$ cat src/rtl/eg_xgmii_pkg.sv
// Shared XGMII constants, word bundle and scheduler state
// for the TX scheduling slice.
package eg_xgmii_pkg;

  localparam logic [63:0] IDLE_WORD  = 64'h0707070707070707;
  localparam logic [7:0]  IDLE_CTL   = 8'hFF;
  localparam logic [63:0] ERROR_WORD = 64'hFEFEFEFEFEFEFEFE;
  localparam logic [7:0]  ERROR_CTL  = 8'hFF;

  typedef enum logic [1:0] {
    ST_IDLE,
    ST_FRAME,
    ST_GAP
  } tx_state_e;

  typedef struct packed {
    logic [63:0] txd;
    logic [7:0]  txctl;
  } xgmii_word_t;

endpackage

$ cat src/rtl/rr_arbiter2.sv
// Two-request round-robin arbiter; the pointer
// moves only when a grant is taken.
module rr_arbiter2
  import eg_xgmii_pkg::*;
(
  input  logic       clk,
  input  logic       rst,
  input  logic       en,
  input  logic [1:0] req,
  output logic [1:0] gnt
);

  // High when requester 1 holds the most recent grant.
  logic last_q;

  always_comb begin
    gnt = 2'b00;
    case (req)
      2'b01:   gnt = 2'b01;
      2'b10:   gnt = 2'b10;
      2'b11:   gnt = last_q ? 2'b01 : 2'b10;
      default: gnt = 2'b00;
    endcase
  end

  always_ff @(posedge clk) begin
    if (rst) begin
      last_q <= 1'b1;
    end else if (en && (req != 2'b00)) begin
      last_q <= gnt[1];
    end
  end

endmodule

$ cat src/rtl/xgmii_tx_scheduler.sv
// Merges two pre-encoded XGMII frame streams onto one
// PCS port with round-robin grant and inter-packet gap.
module xgmii_tx_scheduler
  import eg_xgmii_pkg::*;
#(
  parameter int unsigned IPG_WORDS = 1
) (
  input  logic        i_txc,
  input  logic        i_reset,
  input  logic [63:0] i_req0_txd,
  input  logic [7:0]  i_req0_txctl,
  input  logic        i_req0_valid,
  input  logic        i_req0_last,
  output logic        o_req0_ready,
  input  logic [63:0] i_req1_txd,
  input  logic [7:0]  i_req1_txctl,
  input  logic        i_req1_valid,
  input  logic        i_req1_last,
  output logic        o_req1_ready,
  input  logic        i_tx_ready,
  output logic [63:0] o_txd,
  output logic [7:0]  o_txctl,
  output logic [1:0]  o_grant,
  output logic        o_underrun,
  output logic [15:0] o_frame_count
);

  localparam logic [3:0] IPG = 4'(IPG_WORDS);

  tx_state_e   state_q, state_d;
  logic [1:0]  grant_q, grant_d;
  logic [3:0]  gap_q, gap_d;
  logic [15:0] cnt_q, cnt_d;
  logic        under_q, under_d;
  xgmii_word_t out_q, out_d;

  logic [1:0]  req_valid;
  logic [1:0]  arb_gnt;
  logic        arb_en;
  logic        sel_valid;
  logic        sel_last;
  xgmii_word_t sel_word;

  assign req_valid = {i_req1_valid, i_req0_valid};
  assign arb_en    = (state_q == ST_IDLE) && i_tx_ready;

  rr_arbiter2 u_arb (
    .clk (i_txc),
    .rst (i_reset),
    .en  (arb_en),
    .req (req_valid),
    .gnt (arb_gnt)
  );

  always_comb begin
    if (grant_q[1]) begin
      sel_valid = i_req1_valid;
      sel_last  = i_req1_last;
      sel_word  = '{txd: i_req1_txd, txctl: i_req1_txctl};
    end else begin
      sel_valid = i_req0_valid;
      sel_last  = i_req0_last;
      sel_word  = '{txd: i_req0_txd, txctl: i_req0_txctl};
    end
  end

  assign o_req0_ready = (state_q == ST_FRAME) & grant_q[0] & i_tx_ready;
  assign o_req1_ready = (state_q == ST_FRAME) & grant_q[1] & i_tx_ready;

  always_comb begin
    state_d = state_q;
    grant_d = grant_q;
    gap_d   = gap_q;
    cnt_d   = cnt_q;
    out_d   = out_q;
    under_d = 1'b0;
    if (i_tx_ready) begin
      unique case (state_q)
        ST_IDLE: begin
          out_d = '{txd: IDLE_WORD, txctl: IDLE_CTL};
          if (req_valid != 2'b00) begin
            grant_d = arb_gnt;
            state_d = ST_FRAME;
          end
        end
        ST_FRAME: begin
          if (sel_valid) begin
            out_d = sel_word;
            if (sel_last) begin
              cnt_d   = cnt_q + 16'd1;
              grant_d = 2'b00;
              gap_d   = IPG;
              state_d = (IPG == 4'd0) ? ST_IDLE : ST_GAP;
            end
          end else begin
            // Starved mid-frame: poison the stream rather than stall it.
            out_d   = '{txd: ERROR_WORD, txctl: ERROR_CTL};
            under_d = 1'b1;
          end
        end
        ST_GAP: begin
          out_d = '{txd: IDLE_WORD, txctl: IDLE_CTL};
          if (gap_q <= 4'd1) begin
            gap_d   = 4'd0;
            state_d = ST_IDLE;
          end else begin
            gap_d = gap_q - 4'd1;
          end
        end
        default: state_d = ST_IDLE;
      endcase
    end
  end

  always_ff @(posedge i_txc) begin
    if (i_reset) begin
      state_q <= ST_IDLE;
      grant_q <= 2'b00;
      gap_q   <= 4'd0;
      cnt_q   <= 16'd0;
      under_q <= 1'b0;
      out_q   <= '{txd: IDLE_WORD, txctl: IDLE_CTL};
    end else begin
      state_q <= state_d;
      grant_q <= grant_d;
      gap_q   <= gap_d;
      cnt_q   <= cnt_d;
      under_q <= under_d;
      out_q   <= out_d;
    end
  end

  assign o_txd         = out_q.txd;
  assign o_txctl       = out_q.txctl;
  assign o_grant       = grant_q;
  assign o_underrun    = under_q;
  assign o_frame_count = cnt_q;

endmodule

$ cat config.mk
export PLATFORM = sky130hd
export DESIGN_NAME = xgmii_tx_scheduler
export DESIGN_NICKNAME = d
export VERILOG_FILES = /design/src/rtl/eg_xgmii_pkg.sv /design/src/rtl/rr_arbiter2.sv /design/src/rtl/xgmii_tx_scheduler.sv
export SDC_FILE = /design/constraint.sdc
export NUM_CORES = 1
export LEC_CHECK = 0
export ABC_CLOCK_PERIOD_IN_PS = 2400
export BUFFER_PORTS_ARGS = -buffer_cell sky130_fd_sc_hd__buf_2
export CORE_UTILIZATION = 40
export DETAILED_ROUTE_END_ITERATION = 10
export PLACE_DENSITY = 0.74
export RECOVER_POWER = 50
export SYNTH_ARGS = -nofsm -noshare
export SYNTH_HDL_FRONTEND = slang
export SYNTH_SLANG_ARGS = --single-unit
$ cat constraint.sdc
create_clock -name i_txc -period 2.4 [get_ports i_txc]
set_clock_uncertainty 0.05 [all_clocks]
set_input_delay 0.36 -clock i_txc [delete_from_list [all_inputs] [get_ports i_txc]]
set_output_delay 0.36 -clock i_txc [all_outputs]
set_load 0.02 [all_outputs]
# Word-level counts from Yosys, hierarchy flattened
# Index checks and enable logic that the tools add are counted.
# classes
addsub,2
n_mul,0
n_div,0
magnitude_cmp,1
eq_ne,9
n_shift,0
n_mux,21
bitwise_logic,6
n_reduce_logical,14
# ops
operator,n
2-to-1 mux 72 bit,2
one-hot mux 72 bit (2 select lines),1
"adder 16 x 1 -> 16 bit, second input constant",1
2-to-1 mux 2 bit,8
2-to-1 mux 4 bit,3
one-hot mux 2 bit (3 select lines),2
AND reduction 5 bit,2
one-hot mux 4 bit (2 select lines),1
AND reduction 4 bit,2
nonzero test 2 bit,4
"equality test 2 bit, second input constant",3
"inequality test 2 bit, second input constant",3
AND 1 bit,4
"equality test 2 x 1 -> 1 bit, second input constant",2
"less-or-equal comparator 4 x 1 -> 1 bit, second input constant",1
one-hot mux 2 bit (2 select lines),1
"subtractor 4 x 1 -> 4 bit, second input constant",1
2-to-1 mux 1 bit,3
OR reduction 3 bit,1
logical AND 1 bit,2
zero test 2 bit,1
"inequality test 2 x 1 -> 1 bit, second input constant",1
inverter 1 bit,2
AND reduction 2 bit,1
OR reduction 2 bit,1
# word_totals
register_bits,98
latchBits,0
ram_bits,0
romBits,0
input_bits,151
memories,0

# Depth between registers and ports, before layout
# Gate-level depths: netlist (run 1).
# logic_depth
depth_word,4
mapped_depth,7
mapped_depth_nobuf,6

# Hierarchy
# A second synthesis (run 1) with hierarchy kept.
# unflattened
hier_cells,492
area_unflattened_um2,4639.4
# modules_own_cells
mod,instances,cells_each,area_each_um2
xgmii_tx_scheduler,1,485,4578.1
rr_arbiter2,1,7,61.3

# Worst setup path before layout (run 1)
# Ideal clock, no wire load.
# synth_timing
path_kind,reg-to-reg
from,register cnt_q[0] (netlist: o_frame_count[0])
to,register cnt_q[12] (netlist: o_frame_count[12])
setup_ps,71
arrival_ps,1661
required_ps,2279
setup_slack_ps,619
stages_incl_launch_ff,6
n_path_buf,0
synth_period_minus_slack_ps,1781
path_cell_list,dfxtp_1 ha_1 nand2_1 a211oi_2 or4b_1 a21oi_1
# synth_between
elab_chain_len,1
# synth_rtl
element,line_no,source
from (decl),xgmii_tx_scheduler.sv:33,"logic [15:0] cnt_q, cnt_d;"
from (signal assigned),xgmii_tx_scheduler.sv:127,cnt_q <= cnt_d;
adder 16 x 1 -> 16 bit,xgmii_tx_scheduler.sv:90,cnt_d = cnt_q + 16'd1;
# Every way passes these cells.
# A chain may end at the register's enable or synchronous reset.

# Worst setup path in the final report (run 1)
# layout_timing
from,register state_q[0]
to,register cnt_q[13] (netlist: o_frame_count[13])
# layout_between
elab_chain_len,2
# layout_rtl
element,line_no,source
from (decl),xgmii_tx_scheduler.sv:30,"tx_state_e state_q, state_d;"
from (signal assigned),xgmii_tx_scheduler.sv:124,state_q <= state_d;
equality test 2 x 1 -> 1 bit,xgmii_tx_scheduler.sv:78,unique case (state_q)
AND reduction 4 bit (no source line),--,
# Every way passes these cells.

==> results of run 1 <==
through the flow:
step	area [um^2]	std cells	setup slack [ns]
6_report	6170	862	0.432
5_1_grt	6170	862	0.262
2_1_floorplan	4700	491	0.619
3_3_place_gp	5990	846	0.499
3_5_place_dp	5990	846	0.445
4_1_cts	6280	862	0.443
power breakdown:
group          switching, mW  internal (mW)  leakage [nW]
clock                  0.615          0.762         0.134
sequential            0.0428           1.69         0.797
combinational          0.357          0.289          1.57
worst min-delay path, delay by kind of cell:
family	cells	cell delay, ns
buffers and inverters	1	0.08
AO/OA/AOI/OAI	2	0.18
flip-flops by register name (all words and copies together) (netlist names):
| name | flops |
|---|---|
| gap_q | 4 |
| o_frame_count | 16 |
| o_grant | 2 |
| o_txctl | 8 |
| o_txd | 64 |
| o_underrun | 1 |
| state_q | 2 |
| u_arb.last_q | 1 |
cells in the mapped netlist, drive strengths merged, types with 2 or more instances:
cell    instances  area (um^2)
a31oi           2         12.5
or4             6         45.0
nand2b         27          169
inv             7         26.3
and2            3         18.8
or3             5         31.3
nand3           8         45.0
nand3b          3         35.0
a22o           38          333
o21ai           5         28.8
xor2            2         17.5
nor3            6         30.0
mux2i          46          460
and4            2         20.0
mux2           29          327
nand4           2         12.5
nand2          52          203
a32oi           3         26.3
buf            18          105
a21oi          21          105
or4b            2         20.0
dfxtp          98         1960
nor2           15         56.3
o31ai           9         67.6
o22ai          24          150
and3b           2         17.5
clkbuf         23         86.3
o41ai           2         17.5
ha              3         37.5
nor2b           7         43.8
o311ai          5         43.8
a211oi          2         20.0
nor4            4         43.8
final cells by class:
cell class | count | share of cell area [%]
Multi-Input combinational cell | 345 | 41.0
Sequential cell | 98 | 31.9
Timing Repair Buffer | 253 | 19.1
Clock buffer | 11 | 4.10
Tap cell | 143 | 2.90
Clock inverter | 5 | 0.608
Inverter | 7 | 0.426
per-layer routing:
metal,GRT usage [%],vias up
met2,38.2,145
met3,5.10,16
met1,25.5,2168
li1,-,2253
met4,6.04,0
met5,0,-
how the worst max path moves through the flow:
stage	from	endpoint	slack (ns)	cells past startpoint
finish	state_q[0]	o_frame_count[13]	0.43	5
global placement	i_tx_ready	o_frame_count[15]	0.50	6
global route	state_q[0]	o_txctl[3]	0.26	4
detailed placement	i_tx_ready	o_frame_count[13]	0.44	6
floorplan	o_frame_count[0]	o_frame_count[12]	0.62	5
CTS	o_grant[1]	o_req1_ready	0.44	3
kinds of logic (layout without fill, tap and decap cells):
group | Yosys count | in the layout
adder cells (fa/ha/maj) | 3 | 3
AO/OA/AOI/OAI | 119 | 119
flip-flops | 98 | 98
XOR/XNOR | 2 | 2
AND/OR/NAND/NOR | 146 | 146
multiplexers | 75 | 75
buffers and inverters | 48 | 276
==> results.py, run 1 <==
metrics = {
    "final_layout": {
        "fillCellCount": 1109,
        "diodes": 0,
        "multi_input_area_um2": 2530,
        "nets": 868,
        "layout_commonest_cell": "buf_2",
        "final_cell_mix": "buf_2, dfxtp_1, clkbuf_1",
        "fin_util_pct": 54.0,
        "drive_gt1_share_pct": 30.5,
        "syn_to_final_growth_pct": 31.2,
        "register_area_um2": 1970,
    },
    "grt": {
        "grt_max_degree": 47,
        "grt-ovfl-total": 0,
        "grt_pass1_wl_mm": 21.7,
        "grt_use_total_pct": 21.5,
        "antenna_found_initial": 0,
        "grt_pass1_vias": 4480,
    },
    "route": {
        "dr.first_iter.drc_count": 265,
        "met2RoutedLength_mm": 6.85,
        "vias": 4582,
        "ant_nets": 0,
        "met1_length_mm": 5.45,
        "dr_wl_met3_um": 646,
        "drc": 0,
        "top_layer": "met4",
        "drt_wl_total_mm": 13.1,
        "routedWlPerCell_um": 15.2,
        "first_pass_iters": 4,
        "via_per_inst": 5.32,
    },
    "sta": {
        "slew_headroom_pct": 45.1,
        "rsz0062_at_grt": "false",
        "slew_viol_final": 0,
        "min_period_ns": 1.97,
        "worst_slew_pin_slew_ns": 0.821,
        "tns_ns": 0,
        "hold_viol": 0,
        "fin_crit_sh_pct": 82.0,
        "finalSetupViolCount": 0,
        "finalHoldWorstSlack_ns": 0.283,
        "max_freq_ghz": 0.508,
    },
    "clock_tree": {
        "cts_sinks": 98,
        "cts_buffers": 9,
        "cts_setup_buffers": 0,
        "ctsResizeCount": 0,
        "htreeDepth": 3,
        "clockRootBuffer": "clkbuf_16",
        "clk_pin_slew_ns": 0.07,
        "ctsHoldBuffers": 0,
        "clk_path_buf_depth": 2,
        "clock_insertion_delay_worst_skew_ns": 0.33,
        "cts_tree": "built",
    },
    "floorplanning": {
        "ios": 244,
        "fp-row-count": 39,
        "coreArea_um2": 11400,
        "die_w_um": 110,
        "fp.dieArea_um2": 12200,
        "die_y_um": 110,
        "start_util_pct": 41.2,
    },
    "setup_path": {
        "ff2ff_path_depth": 5,
        "slowest_stage": "dfxtp_1",
        "path_class": "flip-flop to flip-flop",
        "crit_chain": "and3b_1 -> o21ai_2 -> buf_4 -> nor4_2 -> mux2_1",
        "timing.rr.start": "state_q[0]",
        "cp_slowest_stage_delay_ns": 0.54,
        "cp.required_ns": 2.57,
        "critPathMaxFanout": 14,
        "timing.rr.end": "o_frame_count[13]",
        "critical-path-top-delay-family": "simple AND/OR/NAND/NOR gates",
        "critPathBufInv": 1,
        "cp-start-kind": "flip-flop",
        "cp-end-kind": "flip-flop",
        "arrival_ns": 2.14,
        "regToRegSetupSlack_ns": 0.43,
    },
    "logic_synthesis": {
        "synthCells": 491,
        "yosysWarnings": 0,
        "synth_compound_area_share_pct": 18.6,
        "synth_xor_area_share_pct": 0.373,
        "yosysUniqueCellTypes": 54,
        "yosys.area_share.simple_pct": 17.1,
        "synthAdderAreaFrac_pct": 0.798,
        "synth_fp_nets": 645,
        "avgSynthCellArea_um2": 9.58,
        "ys.flop_type": "dfxtp_1",
        "async_flop_share_pct": 0,
        "synth-edff-count": 0,
        "synth-seq-cells": 98,
        "mappedNetlistArea_um2": 4700,
        "synth_mux_area_share_pct": 16.7,
        "synth_top_family_by_area": "compound AO/OA/AOI/OAI gates",
        "seq_area_frac_synth_pct": 41.7,
    },
    "hold_path": {
        "hp-class": "input port to flip-flop",
        "worstHoldEndpoint": "o_txd[40]",
        "min_from": "i_req0_txd[40]",
        "min_path_cells": 3,
    },
    "power_and_ir_drop": {
        "vdd_ir_drop_max_mv": 0.441,
        "power_mw": 3.76,
        "power_density_nw_per_um2": 609,
        "p_leak_nw": 2.50,
    },
    "outcome": {
        "outcome": "complete, no violations",
    },
    "job": {
        "maxCapViolations": 0,
    },
    "placed_design": {
        "dpl.hpwl_mm": 9.90,
        "port_buffers": 243,
        "routabilityCongestion": 0.846,
    },
}
Note: power is estimated with default switching activity, not from simulation.
==> run 2: changes to the inputs <==
--- a/config.mk
+++ b/config.mk
@@ -5,7 +5,8 @@
 export SDC_FILE = /design/constraint.sdc
 export NUM_CORES = 1
 export LEC_CHECK = 0
-export ABC_CLOCK_PERIOD_IN_PS = 2400
+export ABC_AREA = 1
+export ABC_CLOCK_PERIOD_IN_PS = 1900
 export BUFFER_PORTS_ARGS = -buffer_cell sky130_fd_sc_hd__buf_2
 export CORE_UTILIZATION = 40
 export DETAILED_ROUTE_END_ITERATION = 10
==> constraint.sdc (replaced) <==
create_clock -name i_txc -period 1.9 [get_ports i_txc]
set_clock_uncertainty 0.05 [all_clocks]
set_input_delay 0.285 -clock i_txc [delete_from_list [all_inputs] [get_ports i_txc]]
set_output_delay 0.285 -clock i_txc [all_outputs]
set_load 0.02 [all_outputs]
==> results.py, run 2 <==
metrics = {
    "outcome": {
        "outcome": "complete, but fails checks",
        "violations": "DRC",
    },
    "setup_path": {
        "regToRegSetupSlack_ns": 0.26,
        "critical-path-top-delay-family": "buffers and inverters",
        "arrival_ns": 1.41,
        "path_depth": 6,
        "endpoint": "o_req1_ready",
        "timing.rr.end": "o_txd[9]",
        "cp-start-kind": "flip-flop",
        "cp.required_ns": 1.56,
        "ff2ff_path_depth": 5,
        "path_class": "flip-flop to output port",
        "startpoint": "state_q[1]",
        "cpMostUsedCell": "inv_2",
        "timing.rr.start": "o_grant[1]",
        "crit_chain": "inv_2 -> nand2_4 -> nor2_8 -> inv_2 -> nor2_1 -> buf_2",
        "cp-end-kind": "output port",
        "critPathMaxFanout": 5,
        "cp_slowest_stage_delay_ns": 0.34,
        "slowest_stage": "dfxtp_1",
        "critPathBufInv": 3,
    },
    "logic_synthesis": {
        "ys.flop_type": "dfxtp_1",
        "mappedNetlistArea_um2": 4810,
        "yosysMostFrequentCell": "nand2_1",
        "synth_top_area_share_pct": 40.8,
        "yosysTopAreaCell": "dfxtp_1",
        "async_flop_share_pct": 0,
        "seq_area_frac_synth_pct": 40.8,
        "synthCells": 706,
        "ys_top_cells_by_area": "dfxtp_1, nand2_1, nor2_1",
        "avgSynthCellArea_um2": 6.82,
        "yosysUniqueCellTypes": 34,
        "yosysWarnings": 0,
        "synthTopCellsByCount": "nand2_1, nor2_1, dfxtp_1",
        "synth_fp_nets": 860,
        "synth-edff-count": 0,
        "synth-seq-cells": 98,
    },
    "final_layout": {
        "fillCellCount": 1205,
        "largest_reg_flops": 64,
        "final_cell_mix": "nand2_1, buf_2, nor2_1",
        "layout_commonest_cell": "nand2_1",
        "stdcell_area_um2": 6390,
        "nets": 1086,
        "fin_cells": 1081,
        "drive_gt1_share_pct": 21.2,
        "syn_to_final_growth_pct": 32.7,
        "register_area_um2": 1960,
        "multi_input_area_um2": 2530,
    },
    "clock_tree": {
        "cts_sinks": 98,
        "clk_path_buf_depth": 2,
        "clk_pin_slew_ns": 0.07,
        "htreeDepth": 3,
        "cts_buffers": 9,
        "clockRootBuffer": "clkbuf_16",
        "cts_tree": "built",
        "clock_insertion_delay_worst_skew_ns": 0.34,
    },
    "power_and_ir_drop": {
        "p_leak_nw": 2.83,
        "power_density_nw_per_um2": 813,
        "power_mw": 5.20,
        "vdd_ir_drop_max_mv": 0.489,
    },
    "route": {
        "top_layer": "met4",
        "ant_nets": 0,
        "first_pass_iters": 8,
        "routedWlPerCell_um": 13.0,
        "vias": 5402,
        "drt_wl_total_mm": 14.0,
        "via_per_inst": 5.00,
        "met1_length_mm": 6.11,
        "drc": 20,
        "dr.first_iter.drc_count": 346,
        "met2RoutedLength_mm": 6.56,
        "dr_wl_met3_mm": 1.09,
    },
    "placed_design": {
        "port_buffers": 243,
        "placedCellCount": 1063,
        "routabilityCongestion": 0.860,
        "dpl.hpwl_mm": 10.2,
        "place_area_um2": 6160,
    },
    "floorplanning": {
        "fp-row-count": 39,
        "fp.dieArea_um2": 12500,
        "ios": 244,
        "coreArea_um2": 11600,
        "die_w_um": 112,
        "die_y_um": 112,
        "start_util_pct": 41.6,
    },
    "grt": {
        "antenna_found_initial": 1,
        "grt_pass1_wl_mm": 22.9,
        "grt_max_degree": 54,
        "grt-ovfl-total": 0,
        "grt_pass1_vias": 5033,
        "grt_use_total_pct": 22.7,
    },
    "hold_path": {
        "min_from": "i_req0_txd[8]",
        "hp-class": "input port to flip-flop",
    },
    "sta": {
        "slew_viol_final": 0,
        "min_period_ns": 1.74,
        "slew_headroom_pct": 64.9,
        "worst_slew_pin_slew_ns": 0.526,
        "hold_viol": 0,
        "fin_crit_sh_pct": 91.7,
        "max_freq_ghz": 0.574,
        "rsz0062_at_grt": "false",
        "tns_ns": 0,
        "finalSetupViolCount": 0,
    },
    "job": {
        "maxCapViolations": 0,
    },
}
run 2: cell count changes after synthesis, moves of 6 or more:
cell | before | now
nand2_1 | 51 | 173
nor2_1 | 15 | 133
nand3_1 | 7 | 60
mux2i_1 | 46 | 0
a22o_1 | 38 | 0
o21a_1 | 0 | 38
o21ai_0 | 4 | 41
nand2b_1 | 27 | 0
mux2_2 | 26 | 0
inv_1 | 7 | 28
buf_2 | 12 | 22
nor2b_1 | 7 | 0
clkbuf_1 | 23 | 17
or4_1 | 6 | 0
run 2: area by class of cell:
type                            instances  share of cell area, %
Tap cell                              143                   2.80
Multi-Input combinational cell        533                   39.5
Timing Repair Buffer                  260                   19.9
Clock inverter                          5                   1.61
Sequential cell                        98                   30.7
Clock buffer                           11                   3.64
Antenna cell                            1                 0.0392
Inverter                               30                   1.76
run 2: what timing repair did:
item	4_1_cts	5_1_grt
resized for setup	0	3
buffers inserted	0	1
hold buffers	0	0
endpoints found under the setup margin	0	2
run 2: metal layers:
| metal | vias to the layer above | global-route usage (%) |
|---|---|---|
| li1 | 2781 | - |
| met1 | 2383 | 27.1 |
| met2 | 218 | 38.6 |
| met3 | 20 | 5.17 |
| met4 | 0 | 10.5 |
| met5 | - | 0 |
run 2: how the worst min path moves through the flow:
stage | to | slack, ns | depth (start not counted)
final | o_txd[8] | 0.19 | 3
after detailed placement | o_txd[48] | 0.40 | 2
after global placement | o_txd[16] | 0.40 | 2
after global routing | o_txd[8] | 0.18 | 3
after CTS | o_txd[8] | 0.17 | 3
after floorplan | u_arb.last_q | 0.39 | 2
run 2: stage by stage:
| step | util (%) | hold slack (ns) | setup WS [ns] |
|---|---|---|---|
| 2_1_floorplan | - | 0.392 | 0.293 |
| 3_3_place_gp | 53.2 | 0.396 | 0.336 |
| 3_5_place_dp | 53.2 | 0.401 | 0.291 |
| 4_1_cts | 56.1 | 0.171 | 0.0357 |
| 5_1_grt | 55.2 | 0.184 | 0.0660 |
| 6_report | 55.2 | 0.185 | 0.157 |
run 2: worst min-delay path, delay by kind of cell:
family          cells  cell delay (ns)
simple gates        1             0.08
compound gates      1             0.07
buf+inv             1             0.10
run 2: kinds of logic after synthesis:
family                     count (synthesis)  share of synthesized area, %
and+or+nand+nor                          388                          33.4
AOI/OAI and AO/OA                        140                          17.8
xor gates and xnor gates                   2                         0.364
DFF                                       98                          40.8
adders and majority gates                  3                         0.780
buffers and inverters                     75                          6.84
run 2: power breakdown:
part	internal, mW	switching (mW)
clock network	1.29	0.782
registers	2.13	0.0500
logic	0.362	0.581
total	3.78	1.41
==> run 3: changes to the inputs <==
--- a/config.mk
+++ b/config.mk
@@ -9,6 +9,7 @@
 export ABC_CLOCK_PERIOD_IN_PS = 1900
 export BUFFER_PORTS_ARGS = -buffer_cell sky130_fd_sc_hd__buf_2
 export CORE_UTILIZATION = 40
+export CTS_CLUSTER_SIZE = 8
 export DETAILED_ROUTE_END_ITERATION = 10
 export PLACE_DENSITY = 0.74
 export RECOVER_POWER = 50
==> constraint.sdc (replaced) <==
create_clock -name i_txc -period 1.9 [get_ports i_txc]
set_clock_uncertainty 0.05 [all_clocks]
set_input_delay 0.38 -clock i_txc [delete_from_list [all_inputs] [get_ports i_txc]]
set_output_delay 0.38 -clock i_txc [all_outputs]
set_load 0.02 [all_outputs]
==> results.py, run 3 (synthesis gave the netlist of run 2 again) <==
metrics = {
    "floorplanning": {
        "start_util_pct": 41.6,
        "die_y_um": 112,
        "ios": 244,
        "fp-row-count": 39,
        "die_w_um": 112,
        "fp.dieArea_um2": 12500,
        "coreArea_um2": 11600,
    },
    "grt": {
        "grt-ovfl-total": 0,
        "met3_usage_pct": 4.79,
        "use_met2_pct": 38.8,
        "grt_max_degree": 41,
        "grt_busiest_layer": "met2",
        "met1_usage_pct": 28.0,
        "grt_pass1_vias": 4852,
        "grt_pass1_wl_mm": 23.0,
        "grt_use_total_pct": 22.8,
        "antenna_found_initial": 1,
    },
    "route": {
        "drt_wl_total_mm": 13.9,
        "first_pass_iters": 7,
        "ant_nets": 0,
        "dr.first_iter.drc_count": 339,
        "via_per_inst": 4.92,
        "vias": 5316,
        "drc": 20,
        "routedWlPerCell_um": 12.9,
    },
    "clock_tree": {
        "cts_sinks": 98,
        "htreeDepth": 3,
        "cts_tree": "built",
        "clock_insertion_delay_worst_skew_ns": 0.33,
        "clockRootBuffer": "clkbuf_16",
        "clk_pin_slew_ns": 0.06,
        "ctsHoldBuffers": 0,
        "cts_buffers": 9,
        "clk_path_buf_depth": 2,
    },
    "final_layout": {
        "fin_util_pct": 54.9,
        "syn_to_final_growth_pct": 32.0,
        "layout_commonest_cell": "nand2_1",
        "final_cell_mix": "nand2_1, buf_2, nor2_1",
        "largest_reg_flops": 64,
        "drive_gt1_share_pct": 21.1,
        "nets": 1086,
        "fillCellCount": 1200,
    },
    "setup_path": {
        "cp.required_ns": 1.47,
        "cp_slowest_stage_delay_ns": 0.34,
        "slowest_stage": "dfxtp_1",
        "cp-start-kind": "flip-flop",
        "arrival_ns": 1.33,
        "cpMostUsedCell": "inv_2",
        "path_class": "flip-flop to output port",
        "crit_chain": "inv_2 -> nand2_2 -> nor2_8 -> inv_2 -> nor2_1 -> buf_4",
        "critPathMaxFanout": 4,
        "cp-end-kind": "output port",
    },
    "placed_design": {
        "dpl.hpwl_mm": 10.3,
        "port_buffers": 243,
        "routabilityCongestion": 0.837,
    },
    "power_and_ir_drop": {
        "p_int_mw": 3.59,
        "combPwrFrac_pct": 19.0,
        "p_leak_nw": 2.82,
        "pwr-share-clk_pct": 36.7,
        "vdd_ir_drop_max_mv": 0.315,
        "p_switching_mw": 1.35,
        "netSwitchingFraction_pct": 27.3,
        "power_density_nw_per_um2": 777,
        "seqPwrFrac_pct": 44.3,
    },
    "job": {
        "maxCapViolations": 0,
    },
    "sta": {
        "hold_viol": 0,
        "max_freq_ghz": 0.567,
        "min_period_ns": 1.76,
        "worst_slew_pin_slew_ns": 0.379,
        "slew_headroom_pct": 74.5,
        "fin_crit_sh_pct": 92.8,
        "rsz0062_at_grt": "false",
        "slew_viol_final": 0,
        "tns_ns": 0,
        "finalSetupViolCount": 0,
    },
    "outcome": {
        "outcome": "complete, but fails checks",
        "violations": "DRC",
    },
    "hold_path": {
        "hp-class": "input port to flip-flop",
    },
}
## run 3: path summary, 6_finish.rpt
check                                    start            to  slack [ns]  depth (start not counted)
worst min-delay path            i_req0_txd[56]     o_txd[56]        0.29                          3
worst max register to register      state_q[1]      gap_q[1]        0.25                          9
worst max-delay path                state_q[1]  o_req1_ready        0.14                          6
worst min register to register       o_txd[43]     o_txd[43]        0.42                          2
## run 3: power by group through the flow
stage          sequential (mW)  clock [mW]  combinational, mW
2_1_floorplan             2.30           0              0.515
3_3_place_gp              2.23           0              0.954
3_5_place_dp              2.23           0              0.960
4_1_cts                   2.18        1.88              0.964
5_1_grt                   2.19        1.98               1.04
6_report                  2.19        1.81              0.935
## run 3: area by class of cell
| cell class | count | area, um^2 | share of cell area, % |
|---|---|---|---|
| repair buffers | 260 | 1260 | 19.9 |
| clock inverters | 2 | 35.0 | 0.552 |
| clock buffers | 14 | 264 | 4.16 |
| diodes | 1 | 2.50 | 0.0394 |
| well taps | 143 | 179 | 2.82 |
| inverters | 30 | 113 | 1.77 |
| multi-input cells | 533 | 2530 | 39.9 |
| flip-flops and latches | 98 | 1960 | 30.9 |
## run 3: metal layers
metal | up-vias | part of all wire (%)
met5 | - | 0
met4 | 0 | 1.6
met3 | 14 | 7.0
met2 | 177 | 47
met1 | 2340 | 44
li1 | 2785 | -
## run 3: repair_timing
action / in CTS / in global routing
pin swaps: 1 / 0
endpoints found under the setup margin: 3 / 2
buffers inserted: 1 / 0
endpoints found under the hold margin: 0 / 0
resized for setup: 1 / 3
## run 3: through the flow
stage	area (um^2)	hold slack [ns]	power (mW)	setup slack (ns)	std cells
final	6350	0.294	4.93	0.137	1081
after global routing	6350	0.281	5.22	0.0312	1081
after CTS	6450	0.282	5.03	0.0312	1080
after detailed placement	6140	0.403	3.19	0.235	1063
after global placement	6140	0.394	3.18	0.260	1063
after floorplan	4810	0.392	2.82	0.217	706
## run 3: critical path: cells and delay by family (launching register included)
family	cells	cell delay, ns
AND/OR/NAND/NOR	3	0.34
buffers and inverters	3	0.33
flip-flops	1	0.34
